===== src/rtl/draw_image.sv =====
// draw_image -- composites a ROM-held image over an incoming video stream.
//
// Pipeline (edge k = edge that samples the input pixel):
//   edge k   : window test, ROM address issued, stage-1 delay capture
//   edge k+1 : stage-2 delay capture, external ROM returns the word
//   edge k+2 : registered outputs, rgb_out = ROM word or background
//
// The image position is latched at frame start (hcount_in==0, vcount_in==0)
// and holds for the whole frame.
//
// Optional feature: define DRAW_IMAGE_TRANSPARENT_EN to treat ROM words equal
// to TRANSPARENT_KEY as see-through (background shows instead).

module draw_image #(
   parameter int          IMG_WIDTH       = 48,
   parameter int          IMG_HEIGHT      = 64,
   parameter logic [11:0] TRANSPARENT_KEY = 12'hF0F
) (
   input  logic        clk,
   input  logic        rst,
   input  logic [11:0] xpos,
   input  logic [11:0] ypos,
   input  logic [10:0] hcount_in,
   input  logic [10:0] vcount_in,
   input  logic        hsync_in,
   input  logic        hblnk_in,
   input  logic        vsync_in,
   input  logic        vblnk_in,
   input  logic [11:0] rgb_in,
   output logic [11:0] rom_addr,
   input  logic [11:0] rom_rgb,
   output logic [10:0] hcount_out,
   output logic [10:0] vcount_out,
   output logic        hsync_out,
   output logic        hblnk_out,
   output logic        vsync_out,
   output logic        vblnk_out,
   output logic [11:0] rgb_out
);

   // Everything that only needs to be delayed, bundled so the delay line
   // stays one assignment per stage.
   typedef struct packed {
      logic [10:0] hcount;
      logic [10:0] vcount;
      logic        hsync;
      logic        hblnk;
      logic        vsync;
      logic        vblnk;
      logic [11:0] rgb;
   } video_t;

   localparam logic signed [12:0] IMG_W_S = 13'(IMG_WIDTH);
   localparam logic signed [12:0] IMG_H_S = 13'(IMG_HEIGHT);

   // Latched image position for the current frame
   logic [11:0] xpos_l;
   logic [11:0] ypos_l;
   logic        pos_valid;

   // Delay line and inside flags
   video_t      video_in;
   video_t      stage1;
   video_t      stage2;
   logic        inside1;
   logic        inside2;

   // Stage-1 combinational window test
   logic               frame_start;
   logic [11:0]        xpos_cur;
   logic [11:0]        ypos_cur;
   logic               valid_cur;
   logic signed [12:0] dx;
   logic signed [12:0] dy;
   logic               in_x;
   logic               in_y;
   logic               inside_cur;
   logic               use_rom;

   assign video_in = '{hcount: hcount_in, vcount: vcount_in,
                       hsync: hsync_in, hblnk: hblnk_in,
                       vsync: vsync_in, vblnk: vblnk_in,
                       rgb: rgb_in};

   // On the frame-start pixel the freshly sampled position applies at once,
   // so an image placed at (0,0) draws its first pixel correctly.
   assign frame_start = (hcount_in == 11'd0) && (vcount_in == 11'd0);
   assign xpos_cur    = frame_start ? xpos : xpos_l;
   assign ypos_cur    = frame_start ? ypos : ypos_l;
   assign valid_cur   = frame_start | pos_valid;

   // 13-bit signed offsets: positions near 4095 give a negative offset
   // instead of wrapping onto the left/top of the screen.
   assign dx = $signed({2'b00, hcount_in}) - $signed({1'b0, xpos_cur});
   assign dy = $signed({2'b00, vcount_in}) - $signed({1'b0, ypos_cur});

   assign in_x = !dx[12] && (dx < IMG_W_S);
   assign in_y = !dy[12] && (dy < IMG_H_S);

   assign inside_cur = valid_cur & ~hblnk_in & ~vblnk_in & in_x & in_y;

`ifdef DRAW_IMAGE_TRANSPARENT_EN
   assign use_rom = inside2 && (rom_rgb != TRANSPARENT_KEY);
`else
   logic unused_key;
   assign unused_key = ^TRANSPARENT_KEY;
   assign use_rom    = inside2;
`endif

   // Latch the image position at frame start; hold it for the frame
   always_ff @(posedge clk) begin
      // NOTE: sequential state uses non-blocking assignments so every
      // register samples pre-edge values regardless of block order.
      if (rst) begin
         xpos_l    <= 12'd0;
         ypos_l    <= 12'd0;
         pos_valid <= 1'b0;
      end else if (frame_start) begin
         xpos_l    <= xpos;
         ypos_l    <= ypos;
         pos_valid <= 1'b1;
      end
   end

   // Stage 1: capture video, issue ROM address for in-window pixels
   always_ff @(posedge clk) begin
      if (rst) begin
         stage1   <= '0;
         inside1  <= 1'b0;
         rom_addr <= 12'd0;
      end else begin
         stage1   <= video_in;
         inside1  <= inside_cur;
         rom_addr <= inside_cur ? {dy[5:0], dx[5:0]} : 12'd0;
      end
   end

   // Stage 2: second delay slot while the ROM fetches the word
   always_ff @(posedge clk) begin
      if (rst) begin
         stage2  <= '0;
         inside2 <= 1'b0;
      end else begin
         stage2  <= stage1;
         inside2 <= inside1;
      end
   end

   // Output register: delayed timing plus composited colour
   always_ff @(posedge clk) begin
      if (rst) begin
         hcount_out <= 11'd0;
         vcount_out <= 11'd0;
         hsync_out  <= 1'b0;
         hblnk_out  <= 1'b0;
         vsync_out  <= 1'b0;
         vblnk_out  <= 1'b0;
         rgb_out    <= 12'd0;
      end else begin
         hcount_out <= stage2.hcount;
         vcount_out <= stage2.vcount;
         hsync_out  <= stage2.hsync;
         hblnk_out  <= stage2.hblnk;
         vsync_out  <= stage2.vsync;
         vblnk_out  <= stage2.vblnk;
         rgb_out    <= use_rom ? rom_rgb : stage2.rgb;
      end
   end

endmodule


===== config.mk =====
export PLATFORM = sky130hd
export DESIGN_NAME = draw_image
export DESIGN_NICKNAME = d
export VERILOG_FILES = /design/src/rtl/draw_image.sv
export SDC_FILE = /design/constraint.sdc
export NUM_CORES = 1
export LEC_CHECK = 0
export BUFFER_PORTS_ARGS = -buffer_cell sky130_fd_sc_hd__buf_4
export CORE_MARGIN = 3
export CORE_UTILIZATION = 53
export CTS_CLUSTER_DIAMETER = 50
export DETAILED_ROUTE_END_ITERATION = 8
export MAX_ROUTING_LAYER = met4
export PLACE_DENSITY_LB_ADDON = 0.08
export SLEW_MARGIN = 20
export SYNTH_ARGS = -nofsm -noshare
export SYNTH_HDL_FRONTEND = slang
export SYNTH_SLANG_ARGS = --single-unit

===== constraint.sdc =====
create_clock -name clk -period 4.9 [get_ports clk]
set_input_delay 0.245 -clock clk [delete_from_list [all_inputs] [get_ports clk]]
set_output_delay 0.245 -clock clk [all_outputs]
set_load 0.02 [all_outputs]

Word level (Yosys, flattened, before mapping)
Index checks and enable logic that the tools add are counted.
{"block": "word_totals", "regBits": 153, "out_inout_bits": 50, "elab_cells": 50}
{"block": "op_classes", "addsub": 2, "magnitude_cmp": 2, "mux": 3, "bitwise": 8, "reduce_logical": 8}
{"operator": "two-way mux 12 bit", "n": 3}
{"operator": "subtractor 11 x 12 -> 13 bit", "n": 2}
{"operator": "logical NOT 11 bit", "n": 2}
{"operator": "< comparator 13 x 7 -> 1 bit (second input constant)", "n": 1}
{"operator": "< comparator 13 x 8 -> 1 bit (second input constant)", "n": 1}
{"operator": "bitwise AND 1 bit", "n": 4}
{"operator": "logical AND 1 bit", "n": 3}
{"operator": "NOT 1 bit", "n": 3}
{"operator": "logical NOT 1 bit", "n": 2}
{"operator": "OR reduction 2 bit", "n": 1}
{"operator": "bitwise OR 1 bit", "n": 1}

Logic depth before layout (Yosys ltp)
Gate-level depths: netlist of the first run.
{"block": "depth", "depth_word": 10, "mapped_depth": 17, "depth_no_buf": 15}

Worst setup path before layout of the first run
No wires, ideal clock.
{"block": "synth_path", "kind": "input -> register", "startpoint": "input hcount_in[10]", "endpoint": "register rom_addr[7]", "t_arrival_ns": 4.098, "t_required_ns": 4.840, "slack_ns": 0.742, "path_stages": 16, "path_cell_list": "or4_1 nor4_1 buf_4 buf_1 mux2i_1 ha_1 clkbuf_1 nand3_1 nand2_1 a221oi_1 o221ai_1 a31oi_1 o2111ai_1 a2111oi_4 buf_6 and3b_1"}
{"block": "synth_via", "elab_chain_len": 10, "elab_cells_between_ends": 19}
{"item": "from (decl)", "line": "23", "text": "input logic [10:0] hcount_in,"}
{"item": "logical NOT 11 bit", "line": "87", "text": "assign frame_start = (hcount_in == 11'd0) && (vcount_in == 11'd0);"}
{"item": "logical AND 1 bit", "line": "87"}
{"item": "two-way mux 12 bit"}
{"item": "subtractor 11 x 12 -> 13 bit", "line": "94", "text": "assign dx = $signed({2'b00, hcount_in}) - $signed({1'b0, xpos_cur});"}
{"item": "< comparator 13 x 7 -> 1 bit / logical NOT 1 bit (equally long branches)", "line": "97", "text": "assign in_x = !dx[12] && (dx < IMG_W_S);"}
{"item": "logical AND 1 bit", "line": "97"}
{"item": "bitwise AND 1 bit (2 in series)", "line": "100", "text": "assign inside_cur = valid_cur & ~hblnk_in & ~vblnk_in & in_x & in_y;"}
{"item": "NOT 1 bit (no line)"}
{"item": "OR reduction 2 bit (no line)"}
{"item": "to (signal assigned)", "line": "134", "text": "rom_addr <= inside_cur ? {dy[5:0], dx[5:0]} : 12'd0;"}
{"item": "to (decl)", "line": "30", "text": "output logic [11:0] rom_addr,"}
Several ways; a longest one is shown, not always the timed one.
A chain may end at the register's enable or synchronous reset.

Worst setup path in the final report of the first run
{"block": "layout_path", "startpoint": "input hcount_in[10]", "endpoint": "register rom_addr[10]"}
{"block": "layout_via", "elab_cells_between_ends": 19}
{"item": "logical NOT 11 bit *", "line": "87"}
{"item": "logical AND 1 bit *", "line": "87"}
{"item": "two-way mux 12 bit *"}
{"item": "via ypos_cur[0]", "line": "71", "text": "logic [11:0] ypos_cur;"}
{"item": "subtractor 11 x 12 -> 13 bit *", "line": "95", "text": "assign dy = $signed({2'b00, vcount_in}) - $signed({1'b0, ypos_cur});"}
{"item": "< comparator 13 x 8 -> 1 bit / logical NOT 1 bit (equally long branches)", "line": "98", "text": "assign in_y = !dy[12] && (dy < IMG_H_S);"}
{"item": "logical AND 1 bit", "line": "98"}
{"item": "bitwise AND 1 bit", "line": "100"}
{"item": "NOT 1 bit (no line)"}
{"item": "OR reduction 2 bit (no line)"}
Mark *: on every way through the listed nets, which the timed path passes. The rest lies on a longest branch.

==> impl_results.md, run 1 <==
* Top post-synthesis cells by area: dfxtp_1 (55%), nor2b_1 (12%), mux2i_1 (6.7%)
* Yosys warnings at 0
* P&R area growth vs syn at 39.99%
* Initial Utilization at 0.5554
* WP data required at 5.36 ns
* H-tree Lvls at 4
* Cell Area, Synth at 0.005529 mm2
* Die Area at 0.01169 mm2
* Gr usage total at 0.2223
* First-pass GRT wire length at 19460 um
* Final setup TNS at 0 ns
* Initial antenna violation count at 0
* Largest net degree at the start of global routing at 86
* Met3 wire len at 705 um
* Post-DRT Antenna Nets at 0
* Overflow after GRT at 0
* Placer Congestion at 0.8257
* Crit share post-route at 0.9201
* Status: finished clean
* # clock sinks at 153
* Hold WC Path Type: in2reg
* Total Power at 2.701 mW
* Vias after detailed routing at 4221
* RSZ-0062 raised after global routing: no
* Hold WS at 0.01688 ns
* Uppermost routed layer: met4
* Critical path class: in2reg
* Vias in the first global route at 4105
* Io pins at 126
* Core area at 0.009955 mm2
* Synth top cells by count: dfxtp_1 (153), nor2b_1 (107), nor2_1 (55)
* Area leader, netlist: dfxtp_1
* Final Skew at 0.01224 ns
* Mapped Cells at 524
* TritonCTS clock tree: yes
* Worst skew pair latency at 0.53 ns
* Max_cap viols at 0
* Fin nets at 809
* IO Port Bufs at 125
* Starting DRT DRC Count at 224
* CTS root buf: clkbuf_8
* FMAX at 221.8 MHz
* Minimum clock period after layout at 4.508 ns
* Final setup violation count at 0
* PD cells at 349.0 mW/mm2
* Syn_nets at 624
* Yosys top cell area share at 0.5540
* Leakage at 3.282 nW
* DRT Pass-1 Iters at 4
* Met2 wire len at 6149 um
* Clock buffer depth at 2
* Height of the die at 108.1 um
* Number of synthesized flops with an enable pin at 0
* Avg Vias per Cell at 4.931
* Worst-margin pin slew at 0.8231 ns
* Worst VDD drop at 0.2342 mV
* Final Hold Vio Count at 0
* Die W at 108.1 um
* Routed WL at 12500 um
* Metal1 wirelength at 5370 um
* Most frequent cell after synthesis: dfxtp_1
* Post-synthesis cell type count at 49
* Avg Inst Size Synth at 10.55 um2
* Asr flop ratio synth at 0
* Relative slew slack at 0.4513
* CP Max Fanout at 13
* Arrival time at the worst endpoint at 4.97 ns
* # fillers at 642
* CTS buffer count at 17
* DP HPWL at 8177 um
* Row Count at 36
* Crit start category: input pin
* Synthesis-stage register bit count at 153
* Post-route DRC at 0
* CTS clk-pin slew, worst paths at 0.06 ns
* Main flop type after synthesis: dfxtp_1
* CP Capture Type: register
* Share of layout cells above drive strength 1 at 0.2355
* Seq/Total Area, Yosys at 0.5540
* Slew Limit Fails at 0
* Wire per inst at 14.61 um
## per-layer routing
metal / up-vias / GRT usage
li1: 2124 / -
met3: 31 / 0.06090
met1: 1929 / 0.2643
met2: 137 / 0.3561
met5: - / -
met4: 0 / 0.09468
## state kept, by name, summed over array words and instances, names as in the netlist
signal and count:
xpos_l 12, pos_valid 1, inside1 1, rgb_out 12
hblnk_out 1, stage1 38, ypos_l 12, rom_addr 12
vcount_out 11, hcount_out 11, vblnk_out 1, vsync_out 1
stage2 38, hsync_out 1, inside2 1
## layout by cell type (no fill, tap or decap), types with 5 or more instances in the layout
cell type,count
a21oi_1,11
and3_1,8
buf_4,130
clkbuf_16,16
dfxtp_1,153
dlygate4sd3_1,60
ha_1,22
inv_1,9
mux2i_1,37
nand2_1,14
nor2_1,55
nor2b_1,107
nor3_1,5
nor4_1,6
o21ai_0,11
xnor2_1,5
## critical path: stages
cell and delay (ns):
dlygate4sd3_1 0.53, buf_4 0.15, or4_1 0.55, nor4_2 0.38
buf_4 0.28, mux2_2 0.37, ha_1 0.22, fa_1 0.42
nor2b_1 0.20, o31ai_1 0.10, a21oi_1 0.29, a31oi_1 0.18
mux2i_1 0.18, nand2_1 0.11, a2111oi_4 0.32, buf_4 0.23
and4_1 0.19
## worst paths after layout
kind                    startpoint                        to  slack, ns  depth (start not counted)
max                  hcount_in[10]   rom_addr[10]$_SDFF_PP0_       0.39                         17
min                        ypos[9]      ypos_l[9]$_SDFF_PP0_       0.02                          3
max reg2reg   xpos_l[0]$_SDFF_PP0_   rom_addr[10]$_SDFF_PP0_       1.76                         13
min reg2reg  stage2[18]$_SDFF_PP0_  vcount_out[2]$_SDFF_PP0_       0.43                          1
## power breakdown
group	internal [mW]	total [mW]	leakage, nW	switching [mW]
Sequential	1.28	1.29	1.25	0.00765
Clock	0.652	1.16	0.254	0.507
Combinational	0.135	0.253	1.78	0.118
Total	2.07	2.70	3.28	0.632
## through the flow
stage | setup slack, ns | instances | area, um2 | util
after floorplan | 0.7424 | 524 | 5529 | -
after global placement | 0.3308 | 762 | 6585 | 0.6615
after detailed placement | 0.2698 | 762 | 6585 | 0.6615
after CTS | 0.2260 | 854 | 7724 | 0.7759
after global routing | 0.09294 | 855 | 7737 | 0.7773
final | 0.3915 | 856 | 7740 | 0.7775
## repair_timing
item | in CTS | in global routing
setup buffers | 0 | 1
hold buffers | 60 | 0
resized for setup | 0 | 1
endpoints found under the setup margin | 0 | 13
hold endpoints to repair | 60 | 0
## kinds of logic after synthesis
| kind of cell | count (synthesis) | synth area share |
|---|---|---|
| adders and majority gates | 24 | 0.05703 |
| DFF | 153 | 0.5540 |
| muxes | 40 | 0.07355 |
| buffers and inverters | 34 | 0.02512 |
| xor gates and xnor gates | 8 | 0.01267 |
| and+or+nand+nor | 217 | 0.2163 |
| AOI/OAI and AO/OA | 48 | 0.06133 |
## layout make-up
cell class	count	area (um2)	share of cell area
clock buffer	20	445.4	0.05755
inverter	9	33.78	0.004365
tap	133	166.4	0.02150
sequential	153	3063	0.3957
clock inverter	12	92.59	0.01196
multi-input combinational	337	2340	0.3023
timing repair buffer	191	1597	0.2063
antenna	1	2.502	0.0003233
No activity file was read; power rests on OpenSTA's default activity.
==> run 2, diff against run 1 <==
--- a/config.mk
+++ b/config.mk
@@ -10,8 +10,10 @@
 export CORE_UTILIZATION = 53
 export CTS_CLUSTER_DIAMETER = 50
 export DETAILED_ROUTE_END_ITERATION = 8
+export GPL_TIMING_DRIVEN = 0
 export MAX_ROUTING_LAYER = met4
 export PLACE_DENSITY_LB_ADDON = 0.08
+export SETUP_SLACK_MARGIN = 0.4
 export SLEW_MARGIN = 20
 export SYNTH_ARGS = -nofsm -noshare
 export SYNTH_HDL_FRONTEND = slang
==> impl_results.md, run 2 (synthesis gave the netlist of run 1 again) <==
* Total Power at 2.876 mW (+6.5%)
* Worst reg2reg setup slack at 1.57 ns (-0.19 ns)
* Slowest CP cell: dlygate4sd3_1
* RSZ-0062 raised after global routing: no
* CP Max Fanout at 10 (-3)
* IO Port Bufs at 125 (unchanged)
* Initial antenna violation count at 0 (unchanged)
* Hold Crit Endpoint: stage1[32]$_SDFF_PP0_
* P&R area growth vs syn at 41.53%
* Internal power at 2.251 mW (+8.8%)
* Reg2reg path depth at 11 (-2)
* Most used cell along the critical path: buf_4
* Largest net degree at the start of global routing at 17 (-80%)
* Clock buffer depth at 2 (unchanged)
* Final Cell Area at 0.007825 mm2 (+1.1%)
* Overflow after GRT at 0 (unchanged)
* Cell count of the worst hold path at 2 (-1)
* Placer Congestion at 0.9141 (+11%)
* Arrival time at the worst endpoint at 4.72 ns (-0.25 ns)
* Largest regs: stage1: 38 flops, stage2: 38 flops
* Max_cap viols at 0 (unchanged)
* Leakage at 3.319 nW (+1.1%)
* Avg Vias per Cell at 5.052 (+2.4%)
* Die W at 108.1 um (unchanged)
* CTS buffer count at 17 (unchanged)
* Switching power at 624.6 uW (-1.2%)
* CTS root buf: clkbuf_8
* DRT Pass-1 Iters at 5 (+1)
* Share of layout cells above drive strength 1 at 0.2239 (-0.01158)
* CP Capture Type: register
* Fin nets at 826 (+2.1%)
* Crit start category: input pin
* Vias after detailed routing at 4395 (+4.1%)
* Placement-stage cell area at 0.006634 mm2 (+0.74%)
* PD cells at 367.5 mW/mm2 (+5.3%)
* Final setup violation count at 0 (unchanged)
* Most frequent cells in the layout: dfxtp_1 (153), buf_4 (126), nor2b_1 (107)
* Seq pwr share at 0.449 (-0.028)
* Start point of the worst hold path: hcount_in[5]
* Dpl cells at 782 (+2.6%)
* Final cell count without fillers at 870 (+1.6%)
* Placement Setup Slack at -0.2379 ns (-0.5078 ns)
* Initial Utilization at 0.5554 (unchanged)
* Minimum clock period after layout at 4.261 ns (-0.2474 ns)
* Critical path class: in2reg
* Comb pwr share at 0.089 (-0.005)
* Height of the die at 108.1 um (unchanged)
* DP HPWL at 8886 um (+8.7%)
* Worst-margin pin slew at 0.7819 ns (-0.04120 ns)
* Status: finished clean
* Relative slew slack at 0.4787 (+0.02746)
* Post-route setup slack at 0.6389 ns (+0.2474 ns)
* Slew Limit Fails at 0 (unchanged)
* Vias in the first global route at 4533 (+10%)
* H-tree Lvls at 4 (unchanged)
* Final Skew at 0.008683 ns (-0.003559 ns)
* # clock sinks at 153 (unchanged)
* First-pass GRT wire length at 21780 um (+12%)
* Post-CTS Repair Setup Buffers at 0 (unchanged)
* WP data required at 5.36 ns (about the same)
* Io pins at 126 (unchanged)
* Sw frac at 0.2172 (-0.01694)
* Core area at 0.009955 mm2 (unchanged)
* Crit share post-route at 0.8696 (-0.05049)
* Number of diodes at 0 (-1)
* Routed WL at 13770 um (+10%)
* Hold WC Path Type: in2reg
* Reg2reg end: rom_addr[1]$_SDFF_PP0_
* FMAX at 234.7 MHz (+5.8%)
* Post-DRT Antenna Nets at 0 (unchanged)
* Gr usage total at 0.2514 (+0.02915)
* Worst r2r src: xpos_l[5]$_SDFF_PP0_
* Die Area at 0.01169 mm2 (unchanged)
* TritonCTS clock tree: yes
* Max stage delay on crit path at 0.57 ns (+0.02 ns)
* Final Hold Vio Count at 0 (unchanged)
* Post-route DRC at 0 (unchanged)
* Cell Chain, Critical Path: dlygate4sd3_1, buf_4, nor4_1, buf_4, buf_2, mux2i_1, ha_1, clkbuf_1, nor2_1, a2111oi_0, o311ai_0, a21oi_1, o2111ai_1, a2111oi_4, buf_6, and3_1
* Starting DRT DRC Count at 284 (+27%)
* Clk pwr share at 0.463 (+0.034)
* CTS clk-pin slew, worst paths at 0.06 ns (about the same)
* Wire per inst at 15.83 um (+8.4%)
* Most common cell after layout, fill and taps aside: dfxtp_1
* Worst skew pair latency at 0.52 ns (about the same)
* Worst VDD drop at 0.2237 mV (-4.5%)
* Final setup TNS at 0 ns (unchanged)
* Row Count at 36 (unchanged)
run 2: cell count changes in the layout (fill, tap and decap cells not counted), sizes merged, moves of 2 or more:
| cell | change |
|---|---|
| clkbuf | +19 |
| bufinv | +4 |
| clkinv | -4 |
| dlygate4sd3 | -2 |
run 2: worst max-delay path by stage:
stage | depth (start not counted) | startpoint | slack (ns) | endpoint
3_3_place_gp | 17 | hcount_in[4] | -0.18 | rom_addr[4]$_SDFF_PP0_
4_1_cts | 16 | vcount_in[4] | 0.46 | rom_addr[1]$_SDFF_PP0_
3_5_place_dp | 16 | hcount_in[10] | -0.24 | rom_addr[1]$_SDFF_PP0_
5_1_grt | 16 | vcount_in[5] | 0.39 | rom_addr[1]$_SDFF_PP0_
6_report | 16 | vcount_in[5] | 0.64 | rom_addr[1]$_SDFF_PP0_
2_1_floorplan | 16 | hcount_in[10] | 0.74 | rom_addr[7]$_SDFF_PP0_
run 2: metrics by stage:
step | utilization | hold slack (ns)
final | 0.7861 | 0.01276
after global routing | 0.7861 | 0.01219
after CTS | 0.7859 | 0.002134
after detailed placement | 0.6664 | 0.4204
after global placement | 0.6664 | 0.4198
after floorplan | - | 0.3732
run 2: routing by layer:
metal | global-route usage | vias up | wire length [um]
met5 | - | - | 0
met3 | 0.05970 | 33 | 746
met4 | 0.1073 | 0 | 405
met2 | 0.4361 | 155 | 7212
li1 | - | 2151 | -
met1 | 0.2762 | 2056 | 5409
run 2: worst max-delay path: cells and delay by family:
kind / cells / cell delay (ns)
AOI/OAI and AO/OA: 5 / 1.69
adders and majority gates: 1 / 0.29
and+or+nand+nor: 3 / 0.50
buffers and inverters: 6 / 1.82
muxes: 1 / 0.16
run 2: power by group through the flow:
| stage | clock network, mW | logic, mW | registers [mW] |
|---|---|---|---|
| finish | 1.33 | 0.255 | 1.29 |
| global route | 1.41 | 0.277 | 1.29 |
| CTS | 1.34 | 0.248 | 1.29 |
| detailed placement | 0 | 0.210 | 1.32 |
| global placement | 0 | 0.203 | 1.32 |
| floorplan | 0 | 0.105 | 1.32 |
run 2: repair_timing:
action / CTS / global route
resized for setup: 2 / 4
gates cloned: 0 / 0
hold buffers: 58 / 0
endpoints found under the setup margin: 12 / 13
endpoints found under the hold margin: 58 / 0
run 2: cell type report:
type,count,area [um2]
clock inverters,11,170.2
fillers,619,2130
well taps,133,166.4
plain buffers,25,107.6
inverters,9,33.78
multi-input cells,337,2333
flip-flops and latches,153,3063
repair buffers,183,1519
clock buffers,19,431.7
==> run 3, diff against run 2 <==
--- a/config.mk
+++ b/config.mk
@@ -6,8 +6,10 @@
 export NUM_CORES = 1
 export LEC_CHECK = 0
 export BUFFER_PORTS_ARGS = -buffer_cell sky130_fd_sc_hd__buf_4
+export CELL_PAD_IN_SITES_DETAIL_PLACEMENT = 0
+export CELL_PAD_IN_SITES_GLOBAL_PLACEMENT = 1
 export CORE_MARGIN = 3
-export CORE_UTILIZATION = 53
+export CORE_UTILIZATION = 41
 export CTS_CLUSTER_DIAMETER = 50
 export DETAILED_ROUTE_END_ITERATION = 8
 export GPL_TIMING_DRIVEN = 0
==> impl_results.md, run 3 (synthesis gave the netlist of run 1 again) <==
* Hold WC Path Type: in2reg
* Post-CTS Repair Setup Buffers at 0 (unchanged)
* Post-route DRC at 0 (unchanged)
* P&R area growth vs syn at 31.98%
* Wire per inst at 14.78 um (-6.6%)
* Number of diodes at 0 (unchanged)
* Final setup TNS at 0 ns (unchanged)
* Worst-margin pin slew at 0.7806 ns (-0.001302 ns)
* Io pins at 126 (unchanged)
* Most common cell after layout, fill and taps aside: dfxtp_1
* Crit start category: input pin
* Placer Congestion at 0.7688 (-16%)
* Die W at 122.1 um (+13%)
* Worst skew pair latency at 0.42 ns (-0.10 ns)
* IO Port Bufs at 125 (unchanged)
* Placement-stage cell area at 0.006683 mm2 (+0.74%)
* Starting DRT DRC Count at 173 (-39%)
* Clock buffer depth at 2 (unchanged)
* DP HPWL at 9704 um (+9.2%)
* PD cells at 385.2 mW/mm2 (+4.8%)
* FMAX at 237.6 MHz (+1.2%)
* H-tree Lvls at 4 (unchanged)
* Final Cell Area at 0.007297 mm2 (-6.7%)
* CTS buffer count at 17 (unchanged)
* CP Capture Type: register
* Critical path class: in2reg
* Arrival time at the worst endpoint at 4.57 ns (-0.15 ns)
* Height of the die at 122.1 um (+13%)
* Final Hold Vio Count at 0 (unchanged)
* RSZ-0062 raised after global routing: no
* Largest regs: stage1: 38 flops, stage2: 38 flops
* CP Max Fanout at 10 (unchanged)
* Reg2reg path depth at 13 (+2)
* Relative slew slack at 0.4728 (-0.005940)
* Most frequent cells in the layout: dfxtp_1 (153), buf_4 (126), nor2b_1 (107)
* Gr usage total at 0.1779 (-0.07357)
* Minimum clock period after layout at 4.209 ns (-0.05238 ns)
* Cell count of the worst hold path at 2 (unchanged)
* Final setup violation count at 0 (unchanged)
* Slew Limit Fails at 0 (unchanged)
* Vias after detailed routing at 3983 (-9.4%)
* Worst VDD drop at 0.1850 mV (-17%)
* Hold WS at 0.03761 ns (+0.02485 ns)
* TritonCTS clock tree: yes
* Vias in the first global route at 3783 (-17%)
* Max_cap viols at 0 (unchanged)
* Worst reg2reg setup slack at 1.70 ns (+0.13 ns)
* Share of layout cells above drive strength 1 at 0.2467 (+0.02282)
* Largest net degree at the start of global routing at 17 (unchanged)
* Core area at 0.01288 mm2 (+29%)
* Row Count at 41 (+14%)
* Crit share post-route at 0.8589 (-0.01069)
* CTS root buf: clkbuf_16
* DRT Pass-1 Iters at 4 (-1)
* WP data required at 5.26 ns (-0.10 ns)
* Leakage at 3.077 nW (-7.3%)
* Status: finished clean
* Routed WL at 12610 um (-8.5%)
* First-pass GRT wire length at 19220 um (-12%)
* Initial Utilization at 0.4294 (-0.1260)
* Post-DRT Antenna Nets at 0 (unchanged)
* CTS clk-pin slew, worst paths at 0.06 ns (about the same)
* # clock sinks at 153 (unchanged)
* Initial antenna violation count at 0 (unchanged)
* Fin nets at 768 (-7.0%)
* Final Skew at 0.009665 ns (+0.0009822 ns)
* # fillers at 1165 (+88%)
* Die Area at 0.01491 mm2 (+28%)
* Avg Vias per Cell at 4.669 (-7.6%)
* Overflow after GRT at 0 (unchanged)
run 3: cell types whose count changed in the layout (fill, tap and decap cells not counted), sizes merged:
cell and change:
buf -1, inv +3, dlygate4sd3 -58, clkinv +2, bufinv -2
run 3: timing repair:
item / in CTS / in global routing
gates cloned: 0 / 0
endpoints found under the setup margin: 13 / 13
pin swaps: 0 / 0
gates resized for setup: 3 / 6
hold buffers: 0 / 0
run 3: metal layers:
layer / GRT usage / wire length (um) / share of wire / up-vias
met5: - / 0 / 0 / -
met4: 0.06228 / 244 / 0.019 / 0
met3: 0.05292 / 714 / 0.057 / 22
met2: 0.2828 / 6033 / 0.48 / 110
met1: 0.2160 / 5617 / 0.45 / 1813
li1: - / - / - / 2038
run 3: power breakdown:
part           switching (mW)  internal [mW]
Sequential            0.00763           1.28
Combinational           0.113          0.104
Clock                   0.530          0.776
run 3: worst max-delay path, stage by stage:
cell,delay (ns)
buf_4,0.14
nor4_1,0.39
nand4_1,0.20
nor4_1,0.23
buf_4,0.27
clkbuf_4,0.31
mux2i_1,0.34
ha_1,0.31
a21oi_1,0.17
o21ai_0,0.18
a221oi_2,0.41
o221ai_1,0.17
a31oi_1,0.18
o2111ai_1,0.18
a2111oi_4,0.47
buf_6,0.20
and3b_1,0.16
run 3: worst paths after layout:
kind,from,to
worst min-delay path,rgb_in[4],stage1[4]$_SDFF_PP0_
worst min register to register,stage1[26]$_SDFF_PP0_,stage2[26]$_SDFF_PP0_
worst max register to register,xpos_l[0]$_SDFF_PP0_,rom_addr[7]$_SDFF_PP0_
worst max-delay path,hcount_in[5],rom_addr[7]$_SDFF_PP0_
run 3: per-stage QoR:
| stage | worst slack, ns | util | total power, mW | instances |
|---|---|---|---|---|
| final | 0.6913 | 0.5667 | 2.811 | 853 |
| after floorplan | 0.7424 | - | 1.430 | 524 |
| after global routing | 0.4140 | 0.5667 | 2.915 | 853 |
| after detailed placement | -0.3218 | 0.5190 | 1.533 | 821 |
| after CTS | 0.4106 | 0.5668 | 2.839 | 853 |
| after global placement | -0.1661 | 0.5190 | 1.528 | 821 |
run 3: final cells by class:
type | instances | area (um2) | area share
inverter | 9 | 33.78 | 0.004630
sequential | 153 | 3063 | 0.4198
buffer | 25 | 110.1 | 0.01509
tap | 172 | 215.2 | 0.02949
timing repair buffer | 125 | 938.4 | 0.1286
clock buffer | 18 | 439.2 | 0.06019
multi-input combinational | 337 | 2335 | 0.3200
clock inverter | 14 | 162.7 | 0.02229
